[src/rtl/pipeline_skid_reg.sv]
`default_nettype none
// ============================================================================
// Module   : pipeline_skid_reg
// Brief    : Two-entry valid/ready pipeline stage with registered out_data and
//            in_ready decoded only from state, so out_ready never reaches in_ready.
// Revision : 1.0 - initial release
// ============================================================================
module pipeline_skid_reg #(
    parameter int unsigned           WIDTH       = 32,
    parameter logic [WIDTH-1:0]      RESET_VALUE = '0
) (
    input  logic             clk,
    input  logic             reset,
    input  logic             flush,
    input  logic             in_valid,
    output logic             in_ready,
    input  logic [WIDTH-1:0] in_data,
    output logic             out_valid,
    input  logic             out_ready,
    output logic [WIDTH-1:0] out_data,
    output logic [1:0]       occupancy
);

    localparam logic [1:0] S_EMPTY = 2'd0;
    localparam logic [1:0] S_BUSY  = 2'd1;
    localparam logic [1:0] S_FULL  = 2'd2;

    logic [1:0]       r_state;
    logic [WIDTH-1:0] r_main;
    logic [WIDTH-1:0] r_skid;

    logic w_in_ready;
    logic w_out_valid;
    logic w_accept;
    logic w_pop;

    // Readiness comes from the state register alone; reset only masks it.
    assign w_in_ready  = ((r_state == S_EMPTY) || (r_state == S_BUSY)) && !reset;
    assign w_out_valid = (r_state == S_BUSY) || (r_state == S_FULL);
    assign w_accept    = in_valid && w_in_ready;
    assign w_pop       = w_out_valid && out_ready;

    assign in_ready  = w_in_ready;
    assign out_valid = w_out_valid;
    assign out_data  = r_main;

    always_comb begin
        occupancy = 2'd0;
        case (r_state)
            S_BUSY:  occupancy = 2'd1;
            S_FULL:  occupancy = 2'd2;
            default: occupancy = 2'd0;
        endcase
    end

    always_ff @(posedge clk) begin
        if (reset || flush) begin
            r_state <= S_EMPTY;
            r_main  <= RESET_VALUE;
            r_skid  <= RESET_VALUE;
        end else begin
            case (r_state)
                S_EMPTY: begin
                    if (w_accept) begin
                        r_main  <= in_data;
                        r_state <= S_BUSY;
                    end
                end
                S_BUSY: begin
                    if (w_accept && !w_pop) begin
                        r_skid  <= in_data;
                        r_state <= S_FULL;
                    end else if (w_accept && w_pop) begin
                        r_main  <= in_data;
                    end else if (!w_accept && w_pop) begin
                        r_state <= S_EMPTY;
                    end
                end
                S_FULL: begin
                    // Skid entry is older than anything upstream, so it moves up first.
                    if (w_pop) begin
                        r_main  <= r_skid;
                        r_state <= S_BUSY;
                    end
                end
                default: begin
                    r_state <= S_EMPTY;
                end
            endcase
        end
    end

endmodule
`default_nettype wire

[config.mk]
export PLATFORM = sky130hd
export DESIGN_NAME = pipeline_skid_reg
export DESIGN_NICKNAME = d
export VERILOG_FILES = /design/src/rtl/pipeline_skid_reg.sv
export SDC_FILE = /design/constraint.sdc
export NUM_CORES = 1
export LEC_CHECK = 0
export BUFFER_PORTS_ARGS = -buffer_cell sky130_fd_sc_hd__buf_2
export CAP_MARGIN = 20
export CORE_ASPECT_RATIO = 1.2
export CORE_MARGIN = 2
export CORE_UTILIZATION = 27
export DETAILED_ROUTE_END_ITERATION = 10
export HOLD_SLACK_MARGIN = 0.06
export SYNTH_ARGS = -nofsm -noshare
export SYNTH_HDL_FRONTEND = slang
export SYNTH_SLANG_ARGS = --single-unit
[constraint.sdc]
create_clock -name clk -period 3.35 [get_ports clk]
set_input_delay 0.67 -clock clk [delete_from_list [all_inputs] [get_ports clk]]
set_output_delay 0.67 -clock clk [all_outputs]
set_load 0.03 [all_outputs]
==> out/results.tsv <==
stage	metric	value	unit
synth	synth_seq_cells	66	
synth	ys_warn_count	0	
global_route	grtUsageMet1	15.28	%
setup_path	endpoint_kind	output pin	
routing	routedWlPerCell	14.82	um
global_route	met3_usage	4.435	%
layout	seq_area	1321	sq um
floorplan	start_util	27.89	%
routing	route.detailed.drc	0	
pwr	p_leak	1.320	nW
global_route	grt_pass1_vias	2503	
clocking	clockRootBuffer	clkbuf_16	
hold_path	hold_class	reg2reg	
layout	fillers	1080	
routing	post_drt_via_cell_ratio	4.832	
floorplan	io_pins	73	
setup_path	r2r_end	out_data[20]	
routing	num_vias	2479	
sta	rsz0062_at_grt	no	
layout	syn2layout_area_growth	25.01	%
sta	fmax	0.3694	GHz
placement	place.gp.congestion	0.7332	
synth	ys_types	25	
synth	ys_async_sr_fraction	0	%
setup_path	endpoint	occupancy[1]	
synth	synth_area_leaders	dfxtp_1 (45%), a211oi_2 (13%), mux2i_1 (11%), a21oi_1 (11%), nand2_1 (8.6%)	
routing	drtIter0Drc	73	
setup_path	cp_data_required_time	2.68	ns
sta	setup_viol	0	
routing	drtAntennaViolNets	0	
synth	yosysTopAreaCell	dfxtp_1	
layout	drive_gt1_share	33.68	%
layout	multi_input_area	1488	sq um
floorplan	die_x	99.61	um
clocking	cts_max_path_buffers	2	
clocking	cts_tree	yes	
clocking	path_clk_slew	0.05	ns
floorplan	fp.dieArea	11830	sq um
floorplan	row_count	41	
synth	synth.net_count	357	
sta	period_share	80.80	%
setup_path	timing.rr.start	r_state[0]	
setup_path	critPathLaunchType	flop	
sta	fin_hold_ws	0.4517	ns
setup_path	cp-startpoint	r_state[0]	
global_route	grt_remaining_overflow	0	
clocking	cts_resized	0	
floorplan	die_h	118.7	um
setup_path	r2r_slack	1.08	ns
global_route	grt_pass1_wl	12600	um
sta	skew	0.005514	ns
synth	syn-cell-area	2962	sq um
global_route	antenna_found_initial	1	
synth	syn_area_per_cell	9.372	sq um
sta	drv_slew	0	
layout	final_cell_mix	buf_2 (72), nand2_1 (68), dfxtp_1 (66)	
clocking	post-cts-setup-buffer-count	0	
clocking	clock_latency	0.32	ns
sta	hold_viol	0	
global_route	use_met2	23.06	%
synth	ys.flop_type	dfxtp_1	
setup_path	crit_fanout	22	
clocking	ctsHtreeMaxLevel	3	
status	outcome	complete, no violations	
synth	synth_seq_area_share	44.61	%
sta	fin_tns_setup	0	ns
sta	worstMarginPinSlew	0.8952	ns
clocking	ctsHoldBuffers	0	
placement	port_buffers	72	
setup_path	worstPathArrival	2.04	ns
setup_path	critical_path_class	reg2out	
synth	syn_inst	316	
layout	nNetsFinal	419	
layout	final_common_cell	buf_2	
sta	layout_min_cycle_time	2.707	ns
routing	first_pass_iters	4	
clocking	cts.sink_count	66	
floorplan	core	10620	sq um
pwr	vdd_ir_drop_max	0.0002448	V
global_route	grt_usage	13.42	%
synth	synth_edf_count	0	
global_route	grt_start_max_net_pins	40	
job	maxCapViolCount	0	
global_route	grt-busiest-layer	met2	
routing	routed_wl	7601	um
pwr	p_per_area	537.1	nW/um^2
setup_path	reg2regPathDepth	7	
placement	hpwl	5079	um
clocking	cts_buffers	9	
synth	synth_top_area_share	44.61	%
sta	slew_headroom	40.32	%
## synthesized netlist by cell type, drive strengths merged, types with 2 or more instances
library cell,count
clkbuf,13
nor2,4
inv,3
ha,4
nand2,68
a211oi,32
dfxtp,66
buf,15
a21oi,64
mux2i,34
or3,2
## registers in the layout (all words and copies together), names as in the netlist
name      cells
out_data     32
r_skid       32
r_state       2
## logic make-up after synthesis
kind of cell	count (synthesis)	synth area share (%)
fa+ha+maj	4	1.690
mux	34	11.49
xor+xnor	1	0.2958
buf+inv	31	5.281
simple gates	82	11.41
flops	66	44.61
compound gates	98	25.22
## through the flow
stage                     setup WS (ns)  instances  utilization (%)  instance area, sq um  power (mW)
final                            0.6432        513            34.87                  3702       1.988
after global routing             0.5348        513            34.87                  3702       2.085
after CTS                        0.5987        512            34.84                  3700       2.017
after detailed placement         0.9617        496            32.08                  3407       1.109
after global placement           0.9897        496            32.08                  3407       1.106
after floorplan                   1.274        316                -                  2962       1.030
## power breakdown
part	internal [mW]	switching (mW)
sequential	0.808	0.0126
clock	0.561	0.337
combinational	0.0897	0.180
total	1.46	0.529
## worst max-delay path: stages (launching register included)
cell,delay (ns)
dfxtp_1,0.34
inv_1,0.10
ha_2,0.53
buf_4,0.46
buf_2,0.27
## cell type report
class	count	share of cell area, %
repair buffers	79	11.49
multi-input cells	219	40.18
diodes	1	0.06759
well taps	129	4.360
clock inverters	3	0.6083
clock buffers	13	7.300
inverters	3	0.3042
flip-flops and latches	66	35.69
## per-layer routing
metal | routed length (um) | vias up
met5 | 0 | -
met4 | 112 | 0
met3 | 362 | 9
met2 | 3851 | 53
met1 | 3274 | 1185
li1 | - | 1232
## how the worst min path moves through the flow
stage	start	to	slack, ns	cells past startpoint
after floorplan	r_skid[0]	r_skid[0]	0.44	2
after global placement	r_skid[19]	r_skid[19]	0.44	2
after detailed placement	r_skid[5]	r_skid[5]	0.45	2
after CTS	r_skid[5]	r_skid[5]	0.45	2
after global routing	r_skid[16]	r_skid[16]	0.47	2
final	r_skid[31]	r_skid[31]	0.45	2
(Power assumes the default switching activity.)
